### config.mk
export PLATFORM = sky130hd
export DESIGN_NAME = spi_byte_tx
export DESIGN_NICKNAME = d
export VERILOG_FILES = /design/src/rtl/ili9341_pkg.sv /design/src/rtl/spi_delay_counter.sv /design/src/rtl/spi_byte_tx.sv
export SDC_FILE = /design/constraint.sdc
export NUM_CORES = 1
export LEC_CHECK = 0
export CORE_ASPECT_RATIO = 2
export CORE_MARGIN = 2
export CORE_UTILIZATION = 45
export CTS_BUF_LIST = sky130_fd_sc_hd__clkbuf_8
export DETAILED_ROUTE_END_ITERATION = 10
export PLACE_DENSITY = 0.71
export SKIP_CTS_REPAIR_TIMING = 1
export SYNTH_ARGS = -nofsm -noshare
export SYNTH_HDL_FRONTEND = slang
export SYNTH_SLANG_ARGS = --single-unit
export TNS_END_PERCENT = 20
### constraint.sdc
create_clock -name i_clk -period 1.9 [get_ports i_clk]
set_input_delay 0.38 -clock i_clk [delete_from_list [all_inputs] [get_ports i_clk]]
set_output_delay 0.38 -clock i_clk [all_outputs]
set_load 0.1 [all_outputs]
### src/rtl/ili9341_pkg.sv
// Shared constants for the ILI9341 display path: command codes, panel size,
// the default post-command delay and the SPI byte engine state encoding.
package ili9341_pkg;

    localparam logic [7:0] SWRESET    = 8'h01;
    localparam logic [7:0] SLPOUT     = 8'h11;
    localparam logic [7:0] DISPON     = 8'h29;
    localparam logic [7:0] SET_COLUMN = 8'h2A;
    localparam logic [7:0] SET_PAGE   = 8'h2B;
    localparam logic [7:0] WRITE_RAM  = 8'h2C;

    localparam int unsigned WIDTH  = 240;
    localparam int unsigned HEIGHT = 320;

    localparam int unsigned DELAY_DEFAULT = 2_700_000;
    localparam int unsigned WAIT_W        = 22;

    typedef enum logic [2:0] {
        ST_IDLE  = 3'd0,
        ST_SHIFT = 3'd1,
        ST_HOLD  = 3'd2,
        ST_DELAY = 3'd3,
        ST_DONE  = 3'd4
    } state_e;

endpackage

### src/rtl/spi_delay_counter.sv
// Loadable down-counter with a zero flag; load has priority, otherwise it
// counts down and parks at zero.
module spi_delay_counter #(
    parameter int unsigned CNT_W = 8
) (
    input  logic             clk,
    input  logic             rst_n,
    input  logic             load,
    input  logic [CNT_W-1:0] load_val,
    output logic             zero
);

    logic [CNT_W-1:0] count_q;
    logic [CNT_W-1:0] count_d;

    always_comb begin
        count_d = count_q;
        if (load) begin
            count_d = load_val;
        end else if (count_q != '0) begin
            count_d = count_q - 1'b1;
        end
    end

    always_ff @(posedge clk or negedge rst_n) begin
        if (!rst_n) begin
            count_q <= '0;
        end else begin
            count_q <= count_d;
        end
    end

    assign zero = (count_q == '0);

endmodule

### src/rtl/spi_byte_tx.sv
// SPI mode 0 byte serializer for the ILI9341: shifts one byte MSB first with
// its D/C flag, holds CS, optionally waits DELAY cycles, then pulses o_done.
module spi_byte_tx
    import ili9341_pkg::*;
#(
    parameter int unsigned CLK_DIV = 2,
    parameter int unsigned CS_HOLD = 1,
    parameter int unsigned DELAY   = DELAY_DEFAULT
) (
    input  logic       i_clk,
    input  logic       i_rst,
    input  logic [7:0] i_data,
    input  logic       i_dc,
    input  logic       i_we,
    input  logic       i_need_delay,
    output logic       o_sclk,
    output logic       o_mosi,
    output logic       o_cs,
    output logic       o_dc,
    output logic       o_busy,
    output logic       o_done
);

    localparam int unsigned DIV_W = $clog2(CLK_DIV) + 1;
    localparam logic [DIV_W-1:0] HALF_LOAD = DIV_W'(CLK_DIV - 1);

    state_e      state_q, state_d;
    logic [7:0]  data_q, data_d;
    logic [2:0]  bit_cnt_q, bit_cnt_d;
    logic        dc_q, dc_d;
    logic        need_delay_q, need_delay_d;
    logic        sclk_q, sclk_d;
    logic        mosi_q, mosi_d;
    logic        cs_q, cs_d;
    logic        busy_q, busy_d;
    logic        done_q, done_d;

    logic              half_load, half_zero;
    logic              wait_load, wait_zero;
    logic [WAIT_W-1:0] wait_val;
    logic              go_delay;

    spi_delay_counter #(.CNT_W(DIV_W)) u_half_cnt (
        .clk      (i_clk),
        .rst_n    (i_rst),
        .load     (half_load),
        .load_val (HALF_LOAD),
        .zero     (half_zero)
    );

    spi_delay_counter #(.CNT_W(WAIT_W)) u_wait_cnt (
        .clk      (i_clk),
        .rst_n    (i_rst),
        .load     (wait_load),
        .load_val (wait_val),
        .zero     (wait_zero)
    );

    assign go_delay = need_delay_q && (DELAY > 0);

    always_comb begin
        state_d      = state_q;
        data_d       = data_q;
        bit_cnt_d    = bit_cnt_q;
        dc_d         = dc_q;
        need_delay_d = need_delay_q;
        sclk_d       = sclk_q;
        mosi_d       = mosi_q;
        cs_d         = cs_q;
        busy_d       = busy_q;
        done_d       = 1'b0;
        half_load    = 1'b0;
        wait_load    = 1'b0;
        wait_val     = '0;

        case (state_q)
            ST_IDLE: begin
                if (i_we) begin
                    state_d      = ST_SHIFT;
                    data_d       = i_data;
                    dc_d         = i_dc;
                    need_delay_d = i_need_delay;
                    bit_cnt_d    = 3'd7;
                    mosi_d       = i_data[7];
                    sclk_d       = 1'b0;
                    cs_d         = 1'b0;
                    busy_d       = 1'b1;
                    half_load    = 1'b1;
                end
            end
            ST_SHIFT: begin
                if (half_zero) begin
                    if (!sclk_q) begin
                        sclk_d    = 1'b1;
                        half_load = 1'b1;
                    end else begin
                        sclk_d = 1'b0;
                        if (bit_cnt_q != 3'd0) begin
                            bit_cnt_d = bit_cnt_q - 3'd1;
                            mosi_d    = data_q[bit_cnt_q - 3'd1];
                            half_load = 1'b1;
                        end else if (CS_HOLD > 0) begin
                            state_d   = ST_HOLD;
                            wait_load = 1'b1;
                            wait_val  = WAIT_W'(CS_HOLD - 1);
                        end else begin
                            // No CS hold: release CS on the same edge the last bit ends
                            cs_d = 1'b1;
                            if (go_delay) begin
                                state_d   = ST_DELAY;
                                wait_load = 1'b1;
                                wait_val  = WAIT_W'(DELAY - 1);
                            end else begin
                                state_d = ST_DONE;
                                done_d  = 1'b1;
                            end
                        end
                    end
                end
            end
            ST_HOLD: begin
                if (wait_zero) begin
                    cs_d = 1'b1;
                    if (go_delay) begin
                        state_d   = ST_DELAY;
                        wait_load = 1'b1;
                        wait_val  = WAIT_W'(DELAY - 1);
                    end else begin
                        state_d = ST_DONE;
                        done_d  = 1'b1;
                    end
                end
            end
            ST_DELAY: begin
                if (wait_zero) begin
                    state_d = ST_DONE;
                    done_d  = 1'b1;
                end
            end
            ST_DONE: begin
                state_d = ST_IDLE;
                busy_d  = 1'b0;
            end
            default: begin
                state_d = ST_IDLE;
                cs_d    = 1'b1;
                sclk_d  = 1'b0;
                busy_d  = 1'b0;
            end
        endcase
    end

    always_ff @(posedge i_clk or negedge i_rst) begin
        if (!i_rst) begin
            state_q      <= ST_IDLE;
            data_q       <= '0;
            bit_cnt_q    <= '0;
            dc_q         <= 1'b0;
            need_delay_q <= 1'b0;
            sclk_q       <= 1'b0;
            mosi_q       <= 1'b0;
            cs_q         <= 1'b1;
            busy_q       <= 1'b0;
            done_q       <= 1'b0;
        end else begin
            state_q      <= state_d;
            data_q       <= data_d;
            bit_cnt_q    <= bit_cnt_d;
            dc_q         <= dc_d;
            need_delay_q <= need_delay_d;
            sclk_q       <= sclk_d;
            mosi_q       <= mosi_d;
            cs_q         <= cs_d;
            busy_q       <= busy_d;
            done_q       <= done_d;
        end
    end

    assign o_sclk = sclk_q;
    assign o_mosi = mosi_q;
    assign o_cs   = cs_q;
    assign o_dc   = dc_q;
    assign o_busy = busy_q;
    assign o_done = done_q;

endmodule

==> impl_metrics.prom, run 1 <==
# TYPE chip_impl_metric gauge
chip_impl_info{name="run_status",value="finished, violations left"} 1
chip_impl_info{name="failing_checks",value="setup timing"} 1
chip_impl_metric{name="clk_pin_slew",unit="ps"} 90
chip_impl_metric{name="core_area",unit="µm²"} 5046
chip_impl_metric{name="fp.dieW",unit="µm"} 54.76
chip_impl_metric{name="cellPowerDensity",unit="nW/µm²"} 1599
chip_impl_metric{name="route.vias.total",unit=""} 1987
chip_impl_metric{name="placement.io_buffers",unit=""} 18
chip_impl_info{name="cts_root_buf",value="sky130_fd_sc_hd__clkbuf_8"} 1
chip_impl_metric{name="layout_setup_ws",unit="ps"} -15.88
chip_impl_info{name="worstPathCellList",value="or4_4, or3_4, or4_1, a21oi_2"} 1
chip_impl_info{name="critical-path-slowest-cell",value="sky130_fd_sc_hd__or4_4"} 1
chip_impl_metric{name="fin_setup_tns",unit="ps"} -15.88
chip_impl_metric{name="netlist_area",unit="µm²"} 2318
chip_impl_metric{name="ant_nets",unit=""} 0
chip_impl_metric{name="final_hold_viol_count",unit=""} 0
chip_impl_metric{name="crit_buf_inv",unit=""} 0
chip_impl_info{name="rsz0062_at_grt",value="true"} 1
chip_impl_metric{name="yosys_register_bits",unit=""} 45
chip_impl_metric{name="grt_util_all_layers",unit=""} 0.2007
chip_impl_metric{name="hpwlAfterDp",unit="µm"} 3751
chip_impl_metric{name="final-instance-count-excl-fill",unit=""} 365
chip_impl_metric{name="relSlewSlack",unit=""} 0.6525
chip_impl_metric{name="wp_data_required",unit="ps"} 2140
chip_impl_metric{name="die-height",unit="µm"} 105.5
chip_impl_info{name="tritoncts",value="done"} 1
chip_impl_metric{name="path_max_fanout",unit=""} 4
chip_impl_metric{name="maxCapViolCount",unit=""} 0
chip_impl_metric{name="synth-warning-count",unit=""} 0
chip_impl_info{name="worst-setup-path-type",value="flop to flop"} 1
chip_impl_metric{name="power_total",unit="mW"} 5.017
chip_impl_metric{name="detail_route.wirelength",unit="µm"} 5413
chip_impl_metric{name="synth_edf_count",unit=""} 0
chip_impl_metric{name="syn_area_per_cell",unit="µm²"} 9.387
chip_impl_metric{name="synth.yosys.seq_area_share",unit=""} 0.4862
chip_impl_metric{name="synth_cell_type_count",unit=""} 50
chip_impl_metric{name="drt_iter0_drcs",unit=""} 38
chip_impl_metric{name="rr_worst_depth",unit=""} 4
chip_impl_metric{name="final_net_count",unit=""} 323
chip_impl_metric{name="placed_cell_area",unit="µm²"} 2854
chip_impl_metric{name="cts_inserted_buffers",unit=""} 5
chip_impl_metric{name="final_cell_area",unit="µm²"} 3138
chip_impl_metric{name="core.rowCount",unit=""} 37
chip_impl_info{name="critical_path.endpoint_type",value="flop"} 1
chip_impl_metric{name="nFillCells",unit=""} 413
chip_impl_metric{name="route.detailed.vias_per_inst",unit=""} 5.444
chip_impl_metric{name="synthDominantCellAreaShare",unit=""} 0.4749
chip_impl_metric{name="static-leakage-power",unit="nW"} 1.408
chip_impl_info{name="yosys.area.top_type",value="sky130_fd_sc_hd__dfrtp_1"} 1
chip_impl_metric{name="mappedNetlistNets",unit=""} 264
chip_impl_metric{name="pre_cts_slack",unit="ps"} -30.43
chip_impl_info{name="startpoint_type",value="flop"} 1
chip_impl_metric{name="synth_async_sr_flop_share",unit=""} 1.000
chip_impl_metric{name="clk_latency",unit="ps"} 300
chip_impl_metric{name="grt_start_max_net_pins",unit=""} 25
chip_impl_metric{name="crit_arrival",unit="ps"} 2150
chip_impl_metric{name="timing.final.max_slew_violations",unit=""} 0
chip_impl_metric{name="ctsLongestPathBuffers",unit=""} 2
chip_impl_metric{name="die-area",unit="µm²"} 5777
chip_impl_info{name="worstHoldPathType",value="input port to async pin"} 1
chip_impl_metric{name="clock_sinks",unit=""} 45
chip_impl_metric{name="globalRoute.totalOverflow",unit=""} 0
chip_impl_metric{name="reg2reg_setup_slack",unit="ps"} -20
chip_impl_metric{name="ir_worst_vdd",unit="V"} 0.001158
chip_impl_metric{name="worst_pin_slew",unit="ps"} 521.3
chip_impl_metric{name="grt_antenna_before_repair",unit=""} 0
chip_impl_metric{name="cts_max_level",unit=""} 2
chip_impl_info{name="rr_endpoint",value="u_wait_cnt.count_q[20]"} 1
chip_impl_info{name="post_synth_main_area_contributors",value="sky130_fd_sc_hd__dfrtp_1, sky130_fd_sc_hd__nand2_1, sky130_fd_sc_hd__xnor2_1, sky130_fd_sc_hd__nor2_1, sky130_fd_sc_hd__o21ai_0"} 1
chip_impl_metric{name="grt_pass1_wl",unit="µm"} 8790
chip_impl_info{name="critPathTopFamily",value="simple AND/OR/NAND/NOR gates"} 1
chip_impl_metric{name="route.detailed.wl_per_inst",unit="µm"} 14.83
chip_impl_metric{name="placedCellCount",unit=""} 353
chip_impl_metric{name="antenna-diode-count",unit=""} 0
chip_impl_metric{name="crit_path_max_incr_delay",unit="ps"} 560
chip_impl_metric{name="number_of_global_route_vias_before_repair",unit=""} 1931
chip_impl_metric{name="period_minus_slack",unit="ps"} 1916
chip_impl_metric{name="layout_worst_path_cycle_share",unit=""} 1.008
chip_impl_metric{name="initial_cell_density_of_the_core",unit=""} 0.4595
chip_impl_info{name="critical_path.reg2reg.startpoint",value="u_wait_cnt.count_q[14]"} 1
chip_impl_metric{name="dr.pass1.iters",unit=""} 4
chip_impl_metric{name="drc",unit=""} 0
chip_impl_metric{name="setup_viol_count_final",unit=""} 1
chip_impl_metric{name="post_route_cells_drive_above_1_share",unit=""} 0.2899
chip_impl_metric{name="routabilityCongestion",unit=""} 0.8440
chip_impl_metric{name="synthCells",unit=""} 247
chip_impl_metric{name="timing.clock.skew",unit="ps"} 9.605
chip_impl_metric{name="fmaxAchievable",unit="MHz"} 522.0
chip_impl_info{name="postSynth.topFlopCell",value="sky130_fd_sc_hd__dfrtp_1"} 1
chip_impl_metric{name="design.portCount",unit=""} 19
chip_impl_metric{name="layout-area-overhead-vs-synth",unit="%"} 35.35
==> cell type report <==
cell class,instances,area [µm²],area share
Inverter,10,37.54,0.01196
Sequential cell,45,1129,0.3596
Clock inverter,3,65.06,0.02073
Multi-Input combinational cell,183,1236,0.3939
Timing Repair Buffer,61,529.3,0.1687
Clock buffer,5,68.82,0.02193
Tap cell,58,72.57,0.02313
==> flip-flops by register name, indices dropped and copies added, names as in the netlist, 2 cells and up <==
name / cells
bit_cnt_q: 3
data_q: 8
state_q: 3
u_half_cnt.count_q: 2
u_wait_cnt.count_q: 22
==> cell families (layout without fill, tap and decap cells) <==
logic type	after synthesis	after routing	synth area share
compound gates	46	46	0.1220
simple gates	111	111	0.2423
xor+xnor	18	18	0.06800
mux	4	4	0.02860
fa+ha+maj	4	4	0.02159
flops	45	45	0.4862
buf+inv	19	79	0.03130
==> how the worst max path moves through the flow <==
stage,start,to,slack [ps],cells after the start
4_1_cts,u_wait_cnt.count_q[16],u_wait_cnt.count_q[21],-40,5
3_3_place_gp,u_wait_cnt.count_q[16],u_wait_cnt.count_q[20],2,4
5_1_grt,u_wait_cnt.count_q[1],u_wait_cnt.count_q[20],-110,6
6_report,u_wait_cnt.count_q[14],u_wait_cnt.count_q[20],-20,4
2_1_floorplan,u_wait_cnt.count_q[0],u_wait_cnt.count_q[20],-20,6
3_5_place_dp,u_wait_cnt.count_q[16],u_wait_cnt.count_q[20],-30,4
==> metrics by stage <==
step | utilization | hold slack [ps]
floorplan | - | 84.41
global placement | 0.5656 | 380.5
detailed placement | 0.5656 | 384.3
CTS | 0.5921 | 58.93
global route | 0.6219 | 82.56
finish | 0.6219 | 46.77
==> per-layer routing <==
metal	up-vias	wire length [µm]	GRT usage
met3	7	125	0.03116
met4	0	61	0.05000
met5	-	0	0
li1	973	-	-
met2	26	2873	0.3138
met1	981	2352	0.2846
==> placed cells by master (no fill, tap or decap), types with 4 or more instances in the layout <==
master / n
sky130_fd_sc_hd__o21ai_1: 8
sky130_fd_sc_hd__nor2_1: 22
sky130_fd_sc_hd__o21ai_0: 15
sky130_fd_sc_hd__clkdlybuf4s50_1: 11
sky130_fd_sc_hd__xor2_1: 7
sky130_fd_sc_hd__xnor2_1: 11
sky130_fd_sc_hd__dfrtp_1: 43
sky130_fd_sc_hd__clkbuf_8: 5
sky130_fd_sc_hd__nand2_1: 42
sky130_fd_sc_hd__inv_1: 9
sky130_fd_sc_hd__a21oi_1: 5
sky130_fd_sc_hd__buf_4: 42
sky130_fd_sc_hd__nor2b_1: 4
sky130_fd_sc_hd__nand3_1: 4
==> cell usage after synthesis (2+ instances only) <==
cell,instances
sky130_fd_sc_hd__a2111oi_0,2
sky130_fd_sc_hd__a21oi_1,6
sky130_fd_sc_hd__a31oi_1,3
sky130_fd_sc_hd__and3_1,2
sky130_fd_sc_hd__clkbuf_1,8
sky130_fd_sc_hd__dfrtp_1,44
sky130_fd_sc_hd__ha_1,4
sky130_fd_sc_hd__inv_1,10
sky130_fd_sc_hd__mux4_2,2
sky130_fd_sc_hd__nand2_1,46
sky130_fd_sc_hd__nand2b_1,2
sky130_fd_sc_hd__nand3_1,5
sky130_fd_sc_hd__nand4_1,3
sky130_fd_sc_hd__nor2_1,23
sky130_fd_sc_hd__nor2b_1,5
sky130_fd_sc_hd__nor3_1,5
sky130_fd_sc_hd__nor3b_1,2
sky130_fd_sc_hd__nor4_1,2
sky130_fd_sc_hd__o2111ai_1,2
sky130_fd_sc_hd__o21a_1,2
sky130_fd_sc_hd__o21ai_0,17
sky130_fd_sc_hd__o21ai_1,6
sky130_fd_sc_hd__or3_1,2
sky130_fd_sc_hd__or4_1,2
sky130_fd_sc_hd__xnor2_1,11
sky130_fd_sc_hd__xor2_1,7
==> power breakdown <==
part	leakage (nW)	switching [mW]	internal (mW)	total (mW)
logic	0.793	1.32	1.15	2.47
registers	0.547	0.333	1.36	1.70
clock network	0.0681	0.327	0.522	0.849
No activity file was read; power rests on OpenSTA's default activity.
==> run 2: changes to the inputs <==
- CAP_MARGIN: default -> 10
==> results of run 2 <==
No change in the layout: final DEF, timing and power equal those of run 1.
